==> src/rtl/ex_mem_wb_pipe_if.sv <==
// Signal bundle between the EX/MEM/WB bookkeeping block and the rest of the pipeline.
// The master drives the EX, ID and memory-ack inputs; the slave is the bookkeeping block.
interface ex_mem_wb_pipe_if #(
  parameter int ADDR_W = 5
);
  logic              valid_EX_i;
  logic [ADDR_W-1:0] RDaddr_EX_i;
  logic              RegWrite_EX_i;
  logic              MemRead_EX_i;
  logic              MemWrite_EX_i;
  logic              flush_i;
  logic              branch_ID_i;
  logic [ADDR_W-1:0] RS1addr_ID_i;
  logic [ADDR_W-1:0] RS2addr_ID_i;
  logic              mem_ack_i;
  logic              mem_req_o;
  logic [ADDR_W-1:0] RDaddr_EXMEM_o;
  logic              RegWrite_EXMEM_o;
  logic              MemRead_EXMEM_o;
  logic [ADDR_W-1:0] RDaddr_MEMWB_o;
  logic              RegWrite_MEMWB_o;
  logic              MemToReg_MEMWB_o;
  logic              mem_stall_o;
  logic              load_use_stall_o;
  logic              mem_err_o;

  modport master (
    output valid_EX_i, RDaddr_EX_i, RegWrite_EX_i, MemRead_EX_i, MemWrite_EX_i,
    output flush_i, branch_ID_i, RS1addr_ID_i, RS2addr_ID_i, mem_ack_i,
    input  mem_req_o, RDaddr_EXMEM_o, RegWrite_EXMEM_o, MemRead_EXMEM_o,
    input  RDaddr_MEMWB_o, RegWrite_MEMWB_o, MemToReg_MEMWB_o,
    input  mem_stall_o, load_use_stall_o, mem_err_o
  );

  modport slave (
    input  valid_EX_i, RDaddr_EX_i, RegWrite_EX_i, MemRead_EX_i, MemWrite_EX_i,
    input  flush_i, branch_ID_i, RS1addr_ID_i, RS2addr_ID_i, mem_ack_i,
    output mem_req_o, RDaddr_EXMEM_o, RegWrite_EXMEM_o, MemRead_EXMEM_o,
    output RDaddr_MEMWB_o, RegWrite_MEMWB_o, MemToReg_MEMWB_o,
    output mem_stall_o, load_use_stall_o, mem_err_o
  );
endinterface

==> src/rtl/ex_mem_wb_pipe.sv <==
// EX/MEM and MEM/WB control bookkeeping, data-memory handshake with wait timeout,
// and load-use hazard detection for branches resolved in ID.
module ex_mem_wb_pipe #(
  parameter int ADDR_W   = 5,
  parameter int MAX_WAIT = 16
) (
  input logic             clk_i,
  input logic             rst_i,
  ex_mem_wb_pipe_if.slave bus
);
  localparam int CNT_W = $clog2(MAX_WAIT + 1);

  typedef enum logic {S_IDLE, S_WAIT} state_e;

  state_e            state_q, state_d;
  logic [CNT_W-1:0]  cnt_q, cnt_d;

  logic              valid_exmem_q, valid_exmem_d;
  logic [ADDR_W-1:0] rd_exmem_q, rd_exmem_d;
  logic              regwrite_exmem_q, regwrite_exmem_d;
  logic              memread_exmem_q, memread_exmem_d;
  logic              memwrite_exmem_q, memwrite_exmem_d;

  logic [ADDR_W-1:0] rd_memwb_q, rd_memwb_d;
  logic              regwrite_memwb_q, regwrite_memwb_d;
  logic              memtoreg_memwb_q, memtoreg_memwb_d;

  logic memop, timeout, stall, ex_take;

  assign memop   = valid_exmem_q & (memread_exmem_q | memwrite_exmem_q);
  assign timeout = (state_q == S_WAIT) & (cnt_q == CNT_W'(MAX_WAIT - 1)) & ~bus.mem_ack_i;
  assign stall   = memop & ~bus.mem_ack_i & ~timeout;
  assign ex_take = bus.valid_EX_i & ~bus.flush_i;

  // cnt counts request cycles already spent on the current op, so the
  // abort lands exactly on the MAX_WAIT-th request cycle.
  always_comb begin
    state_d = state_q;
    cnt_d   = cnt_q;
    case (state_q)
      S_IDLE: begin
        if (memop & ~bus.mem_ack_i) begin
          state_d = S_WAIT;
          cnt_d   = cnt_q + CNT_W'(1);
        end
      end
      S_WAIT: begin
        if (bus.mem_ack_i | timeout) begin
          state_d = S_IDLE;
          cnt_d   = '0;
        end else begin
          cnt_d = cnt_q + CNT_W'(1);
        end
      end
      default: begin
        state_d = S_IDLE;
        cnt_d   = '0;
      end
    endcase
  end

  always_comb begin
    valid_exmem_d    = valid_exmem_q;
    rd_exmem_d       = rd_exmem_q;
    regwrite_exmem_d = regwrite_exmem_q;
    memread_exmem_d  = memread_exmem_q;
    memwrite_exmem_d = memwrite_exmem_q;
    rd_memwb_d       = '0;
    regwrite_memwb_d = 1'b0;
    memtoreg_memwb_d = 1'b0;
    if (!stall) begin
      valid_exmem_d    = ex_take;
      rd_exmem_d       = ex_take ? bus.RDaddr_EX_i : '0;
      regwrite_exmem_d = ex_take & bus.RegWrite_EX_i;
      memread_exmem_d  = ex_take & bus.MemRead_EX_i;
      memwrite_exmem_d = ex_take & bus.MemWrite_EX_i;
      rd_memwb_d       = rd_exmem_q;
      // An aborted access must not write back garbage.
      regwrite_memwb_d = regwrite_exmem_q & ~timeout;
      memtoreg_memwb_d = memread_exmem_q & ~timeout;
    end
  end

  always_ff @(posedge clk_i) begin
    if (rst_i) begin
      state_q          <= S_IDLE;
      cnt_q            <= '0;
      valid_exmem_q    <= 1'b0;
      rd_exmem_q       <= '0;
      regwrite_exmem_q <= 1'b0;
      memread_exmem_q  <= 1'b0;
      memwrite_exmem_q <= 1'b0;
      rd_memwb_q       <= '0;
      regwrite_memwb_q <= 1'b0;
      memtoreg_memwb_q <= 1'b0;
    end else begin
      state_q          <= state_d;
      cnt_q            <= cnt_d;
      valid_exmem_q    <= valid_exmem_d;
      rd_exmem_q       <= rd_exmem_d;
      regwrite_exmem_q <= regwrite_exmem_d;
      memread_exmem_q  <= memread_exmem_d;
      memwrite_exmem_q <= memwrite_exmem_d;
      rd_memwb_q       <= rd_memwb_d;
      regwrite_memwb_q <= regwrite_memwb_d;
      memtoreg_memwb_q <= memtoreg_memwb_d;
    end
  end

  assign bus.mem_req_o        = memop;
  assign bus.mem_err_o        = timeout;
  assign bus.mem_stall_o      = stall;
  assign bus.RDaddr_EXMEM_o   = rd_exmem_q;
  assign bus.RegWrite_EXMEM_o = regwrite_exmem_q;
  assign bus.MemRead_EXMEM_o  = memread_exmem_q;
  assign bus.RDaddr_MEMWB_o   = rd_memwb_q;
  assign bus.RegWrite_MEMWB_o = regwrite_memwb_q;
  assign bus.MemToReg_MEMWB_o = memtoreg_memwb_q;
  assign bus.load_use_stall_o = bus.branch_ID_i & regwrite_exmem_q & memread_exmem_q &
                                (rd_exmem_q != '0) &
                                ((rd_exmem_q == bus.RS1addr_ID_i) | (rd_exmem_q == bus.RS2addr_ID_i));
endmodule

==> src/flat_wrapper.sv <==
// flat-port wrapper written by rule: the top's interface ports become plain ports
module ex_mem_wb_pipe_flat 
#(
  parameter int ADDR_W   = 5,
  parameter int MAX_WAIT = 16
)
  (clk_i, rst_i, bus_valid_EX_i, bus_RDaddr_EX_i, bus_RegWrite_EX_i, bus_MemRead_EX_i, bus_MemWrite_EX_i, bus_flush_i, bus_branch_ID_i, bus_RS1addr_ID_i, bus_RS2addr_ID_i, bus_mem_ack_i, bus_mem_req_o, bus_RDaddr_EXMEM_o, bus_RegWrite_EXMEM_o, bus_MemRead_EXMEM_o, bus_RDaddr_MEMWB_o, bus_RegWrite_MEMWB_o, bus_MemToReg_MEMWB_o, bus_mem_stall_o, bus_load_use_stall_o, bus_mem_err_o);
  ex_mem_wb_pipe_if #(.ADDR_W(ADDR_W)) bus_i ();
  input logic clk_i;
  input logic rst_i;
  input wire logic [$bits(bus_i.valid_EX_i)-1:0] bus_valid_EX_i;
  input wire logic [$bits(bus_i.RDaddr_EX_i)-1:0] bus_RDaddr_EX_i;
  input wire logic [$bits(bus_i.RegWrite_EX_i)-1:0] bus_RegWrite_EX_i;
  input wire logic [$bits(bus_i.MemRead_EX_i)-1:0] bus_MemRead_EX_i;
  input wire logic [$bits(bus_i.MemWrite_EX_i)-1:0] bus_MemWrite_EX_i;
  input wire logic [$bits(bus_i.flush_i)-1:0] bus_flush_i;
  input wire logic [$bits(bus_i.branch_ID_i)-1:0] bus_branch_ID_i;
  input wire logic [$bits(bus_i.RS1addr_ID_i)-1:0] bus_RS1addr_ID_i;
  input wire logic [$bits(bus_i.RS2addr_ID_i)-1:0] bus_RS2addr_ID_i;
  input wire logic [$bits(bus_i.mem_ack_i)-1:0] bus_mem_ack_i;
  output wire logic [$bits(bus_i.mem_req_o)-1:0] bus_mem_req_o;
  output wire logic [$bits(bus_i.RDaddr_EXMEM_o)-1:0] bus_RDaddr_EXMEM_o;
  output wire logic [$bits(bus_i.RegWrite_EXMEM_o)-1:0] bus_RegWrite_EXMEM_o;
  output wire logic [$bits(bus_i.MemRead_EXMEM_o)-1:0] bus_MemRead_EXMEM_o;
  output wire logic [$bits(bus_i.RDaddr_MEMWB_o)-1:0] bus_RDaddr_MEMWB_o;
  output wire logic [$bits(bus_i.RegWrite_MEMWB_o)-1:0] bus_RegWrite_MEMWB_o;
  output wire logic [$bits(bus_i.MemToReg_MEMWB_o)-1:0] bus_MemToReg_MEMWB_o;
  output wire logic [$bits(bus_i.mem_stall_o)-1:0] bus_mem_stall_o;
  output wire logic [$bits(bus_i.load_use_stall_o)-1:0] bus_load_use_stall_o;
  output wire logic [$bits(bus_i.mem_err_o)-1:0] bus_mem_err_o;
  assign bus_i.valid_EX_i = bus_valid_EX_i;
  assign bus_i.RDaddr_EX_i = bus_RDaddr_EX_i;
  assign bus_i.RegWrite_EX_i = bus_RegWrite_EX_i;
  assign bus_i.MemRead_EX_i = bus_MemRead_EX_i;
  assign bus_i.MemWrite_EX_i = bus_MemWrite_EX_i;
  assign bus_i.flush_i = bus_flush_i;
  assign bus_i.branch_ID_i = bus_branch_ID_i;
  assign bus_i.RS1addr_ID_i = bus_RS1addr_ID_i;
  assign bus_i.RS2addr_ID_i = bus_RS2addr_ID_i;
  assign bus_i.mem_ack_i = bus_mem_ack_i;
  assign bus_mem_req_o = bus_i.mem_req_o;
  assign bus_RDaddr_EXMEM_o = bus_i.RDaddr_EXMEM_o;
  assign bus_RegWrite_EXMEM_o = bus_i.RegWrite_EXMEM_o;
  assign bus_MemRead_EXMEM_o = bus_i.MemRead_EXMEM_o;
  assign bus_RDaddr_MEMWB_o = bus_i.RDaddr_MEMWB_o;
  assign bus_RegWrite_MEMWB_o = bus_i.RegWrite_MEMWB_o;
  assign bus_MemToReg_MEMWB_o = bus_i.MemToReg_MEMWB_o;
  assign bus_mem_stall_o = bus_i.mem_stall_o;
  assign bus_load_use_stall_o = bus_i.load_use_stall_o;
  assign bus_mem_err_o = bus_i.mem_err_o;
  ex_mem_wb_pipe #(.ADDR_W(ADDR_W), .MAX_WAIT(MAX_WAIT)) u_core (.clk_i(clk_i), .rst_i(rst_i), .bus(bus_i));
endmodule
==> config.mk <==
export PLATFORM = sky130hd
export DESIGN_NAME = ex_mem_wb_pipe_flat
export DESIGN_NICKNAME = d
export VERILOG_FILES = /design/src/rtl/ex_mem_wb_pipe_if.sv /design/src/rtl/ex_mem_wb_pipe.sv /design/src/flat_wrapper.sv
export SDC_FILE = /design/constraint.sdc
export NUM_CORES = 1
export LEC_CHECK = 0
export BUFFER_PORTS_ARGS = -buffer_cell sky130_fd_sc_hd__buf_2
export CORE_UTILIZATION = 35
export CTS_BUF_LIST = sky130_fd_sc_hd__clkbuf_8 sky130_fd_sc_hd__clkbuf_16
export DETAILED_ROUTE_END_ITERATION = 10
export PLACE_DENSITY = 0.62
export SLEW_MARGIN = 15
export SYNTH_ARGS = -nofsm -noshare
export SYNTH_HDL_FRONTEND = slang
export SYNTH_SLANG_ARGS = --single-unit
==> constraint.sdc <==
create_clock -name clk_i -period 4.8 [get_ports clk_i]
set_input_delay 0.24 -clock clk_i [delete_from_list [all_inputs] [get_ports clk_i]]
set_output_delay 0.24 -clock clk_i [all_outputs]
set_load 0.02 [all_outputs]
* Word level (Yosys, flattened, before mapping)
Cells that the tools add are included.
Operators by class: add/subtract/negate cells 1, muxes and demuxes 7, multiply operators 0, div/mod/pow operators 0, order comparisons 0, eq/ne operators 4, bitwise gates (word level) 22, reduce and logical (&&, ||, !) cells 2, shift-type cells 0
Operators by type and width (count):
- bitwise AND 1 bit | 15
- two-way mux 5 bit | 3
- == test 5 bit | 2
- case mux 5 bit (2 select lines) | 1
- adder 5 x 1 -> 5 bit, second input constant | 1
- == test 5 x 4 -> 1 bit, second input constant | 1
- nonzero test 5 bit | 1
- inverter 1 bit | 4
- bitwise OR 1 bit | 3
- two-way mux 1 bit | 2
- != test 2 x 1 -> 1 bit, second input constant | 1
- case mux 1 bit (2 select lines) | 1
- OR reduction 2 bit | 1
Storage, ports and cells: memories kept 0, output and inout port bits 18, bits in writable memories 0, word-level logic and storage cells 46, memory bits (read-only) 0, latch bits 0, register bits after elaboration 22

* Depth between registers and ports, before layout
depth in word-level cells 6, mapped depth 9

* Worst setup path before layout
OpenSTA, ideal clock, no wires.
path kind reg-to-reg, start register u_core.cnt_q[0], end register u_core.rd_exmem_q[3] (netlist: u_core.bus.RDaddr_EXMEM_o[3]), cell stages (with the launch flop) 10, arrival time 1.561 ns, buffers on the path 1, required time 4.730 ns, path slack 3.169 ns, path through dfxtp_1 -> ha_1 -> and3_1 -> ha_1 -> nand2_1 -> nand3_2 -> inv_2 -> buf_4 -> nand2_1 -> a21oi_1
On the way: word-level cells in the longest chain between the ends 5
RTL lines:
- from (decl) | line ex_mem_wb_pipe.sv:16 | logic [CNT_W-1:0] cnt_q, cnt_d;
- from (signal assigned) | line ex_mem_wb_pipe.sv:98 | cnt_q <= cnt_d;
- == test 5 x 4 -> 1 bit | line ex_mem_wb_pipe.sv:31 | assign timeout = (state_q == S_WAIT) & (cnt_q == CNT_W'(MAX_WAIT - 1)) & ~bus.mem_ack_i;
- bitwise AND 1 bit (2 in a row) | line ex_mem_wb_pipe.sv:31
- inverter 1 bit | line ex_mem_wb_pipe.sv:32 | assign stall = memop & ~bus.mem_ack_i & ~timeout;
- bitwise AND 1 bit | line ex_mem_wb_pipe.sv:32
- via bus_mem_stall_o | line flat_wrapper.sv:28 | output wire logic [$bits(bus_i.mem_stall_o)-1:0] bus_mem_stall_o;
- to (signal assigned) | line ex_mem_wb_pipe.sv:100 | rd_exmem_q <= rd_exmem_d;
- to (decl) | line ex_mem_wb_pipe.sv:19 | logic [ADDR_W-1:0] rd_exmem_q, rd_exmem_d;
The timed path passes the listed nets, and every way through them passes these cells. A chain may end at the register's enable or synchronous reset.

* Final worst setup path
start register u_core.cnt_q[0], end output bus_mem_stall_o
On the way: word-level cells in the longest chain between the ends 5
RTL lines (line):
- == test 5 x 4 -> 1 bit | ex_mem_wb_pipe.sv:31
- bitwise AND 1 bit (2 in a row) | ex_mem_wb_pipe.sv:31
- inverter 1 bit | ex_mem_wb_pipe.sv:32
- bitwise AND 1 bit | ex_mem_wb_pipe.sv:32
- to (decl) | flat_wrapper.sv:28
No other way between the ends.

==> qor.yml <==
rsz0062_at_grt: "false"
die_area_um2: 3040
fillers: 259
fin_crit_sh: 0.448
cts_root_buf: "clkbuf_8"
p_leak_uw: 0.000581
synthCells: 113
maxSlewViolCount: 0
initial_core_util: 0.385
r2r-end: "u_core.bus.RDaddr_MEMWB_o[3]"
synth_edf_count: 0
grt_start_max_net_pins: 18
vias: 893
min_path_type: "in -> reg"
via_per_inst: 4.88
syn_avg_cell_area_um2: 8.76
hold_end: "u_core.bus.RDaddr_EXMEM_o[2]"
post_cts_buffers: 0
cts_sinks: 22
synth-main-ff-cell: "dfxtp_1"
clock_path_buffers: 2
r2r_start: "u_core.cnt_q[0]"
grt_pass1_wl_mm: 3.33
nets: 181
ctsResizeCount: 0
drive_gt1_frac: 0.359
worstSetupStartpointType: "flip-flop"
min_period_ns: 2.15
tritoncts: "done"
finalHoldViolCount: 0
tightest_slew_ns: 0.539
placed_area_um2: 1210
synth_area_leader_cell: "dfxtp_1"
drt_drc_violations_left: 0
arrival_ns: 1.91
p_per_area_nw_per_um2: 266
grt_use_total: 0.159
whs_path_depth: 3
pin_count: 42
max_freq_mhz: 465
cts_hold_buf: 0
synth-seq-cells: 22
cts_inserted_buffers: 3
core-area_um2: 2570
tns_ns: 0
antenna_found_initial: 0
path_max_fanout: 12
regToRegSetupSlack_ns: 2.97
synth_commonest_cells: "dfxtp_1, nand2_1, a21oi_1, nand3_1"
drt_wl_total_mm: 2.15
die_x_um: 55.2
post_drt_wl_per_cell_um: 11.8
synth_cell_types: 32
area_growth_pct: 26.8
ir_drop_mv: 0.150
path_clk_slew_ns: 0.08
synth_most_common_cell: "dfxtp_1"
antenna_cells: 0
rows: 18
min-delay-start: "bus_RDaddr_EX_i[2]"
drt_first_pass_iters: 4
syn_nets: 139
crit_path_end_kind: "primary output"
ant_nets: 0
grt_pass1_vias: 744
r2r_cells: 8
htreeDepth: 1
fin_skew_ns: 0.00248
final-setup-viol-count: 0
ys_async_sr_fraction: 0
crit_type: "reg -> out"
maxCapViolCount: 0
clk_latency_ns: 0.26
synth_top_cell_area_share: 0.445
synth_area_leaders: "dfxtp_1, a21oi_1, nand3_1, xor2_1, nand2_1"
yosysSeqAreaShare: 0.445
outcome: "finished clean"
required_ns: 4.56
overflow: 0
routabilityCongestion: 0.758
synth-warning-count: 0
relSlewSlack: 0.640
final_area_um2: 1250
syn_area_um2: 990
io_buffer_count: 41
die_h_um: 55.2
first_iter_violations: 14
detailed_place_hpwl_mm: 1.67
## per-stage QoR
stage	hold WS, ns	power [uW]	cells	util	setup slack (ns)
after floorplan	0.317	211	113	-	3.17
after global placement	0.458	225	180	0.473	2.98
after detailed placement	0.454	226	180	0.473	2.94
after CTS	0.229	336	183	0.489	2.65
after global routing	0.227	352	183	0.489	2.49
final	0.232	333	183	0.489	2.65
## kinds of logic after synthesis
kind of cell	synth area share
simple gates	0.247
fa+ha+maj	0.0253
flops	0.445
compound gates	0.142
buf+inv	0.0379
mux	0.0152
xor+xnor	0.0885
## power breakdown
group / total, uW / leakage, uW / switching [uW] / internal (uW)
Combinational: 32.4 / 0.000381 / 16.8 / 15.6
Clock: 112 / 0.0000216 / 56.1 / 55.9
Sequential: 189 / 0.000178 / 3.25 / 186
Total: 333 / 0.000581 / 76.2 / 257
## area by class of cell
| type | count | area [um2] | area share |
|---|---|---|---|
| multi-input cells | 82 | 512 | 0.408 |
| flip-flops and latches | 22 | 440 | 0.351 |
| repair buffers | 41 | 205 | 0.164 |
| clock buffers | 3 | 41.3 | 0.0329 |
| well taps | 30 | 37.5 | 0.0299 |
| inverters | 5 | 18.8 | 0.0150 |
## state kept, by name, summed over array words and instances, names as in the netlist
signal	count
u_core.bus.MemRead_EXMEM_o	1
u_core.bus.MemToReg_MEMWB_o	1
u_core.bus.RDaddr_EXMEM_o	5
u_core.bus.RDaddr_MEMWB_o	5
u_core.bus.RegWrite_EXMEM_o	1
u_core.bus.RegWrite_MEMWB_o	1
u_core.cnt_q	5
u_core.memwrite_exmem_q	1
u_core.state_q	1
u_core.valid_exmem_q	1
## critical path, cell delays in order, from the launching register on
cell and delay (ns):
dfxtp_1 0.33, ha_1 0.21, and3_1 0.18, ha_1 0.21, nand2_1 0.11, nand3_2 0.18, inv_2 0.23, buf_2 0.20
## layout by cell type, fill, tap and decap left out, types with 2 or more instances in the layout
cell type | Yosys | routed
buf_2 | 0 | 41
dfxtp_1 | 22 | 22
nand2_1 | 13 | 13
a21oi_1 | 12 | 12
nand3_1 | 11 | 11
xor2_1 | 6 | 6
and2_1 | 6 | 6
nor2_1 | 5 | 5
nor3_1 | 4 | 4
xnor2_1 | 4 | 4
inv_1 | 3 | 3
clkbuf_8 | 0 | 3
inv_2 | 2 | 2
or3_1 | 2 | 2
ha_1 | 2 | 2
## metal layers
metal  routed length, um  track usage  part of all wire  vias up
met5                   0            0                 0        -
met4                  53        0.108             0.025        0
met3                  94       0.0301             0.044        5
met2                1020        0.229              0.47       21
met1                 984        0.211              0.46      401
li1                    -            -                 -      466
## worst max-delay path by stage
| stage | start | endpoint | slack, ns | depth (start not counted) |
|---|---|---|---|---|
| 2_1_floorplan | u_core.cnt_q[0] | u_core.bus.RDaddr_EXMEM_o[3] | 3.17 | 9 |
| 3_3_place_gp | u_core.cnt_q[0] | bus_mem_stall_o | 2.98 | 7 |
| 3_5_place_dp | u_core.cnt_q[0] | bus_mem_stall_o | 2.94 | 7 |
| 4_1_cts | u_core.cnt_q[0] | bus_mem_stall_o | 2.65 | 7 |
| 5_1_grt | u_core.cnt_q[0] | bus_mem_stall_o | 2.49 | 7 |
| 6_report | u_core.cnt_q[0] | bus_mem_stall_o | 2.65 | 7 |
(Power assumes the default switching activity.)
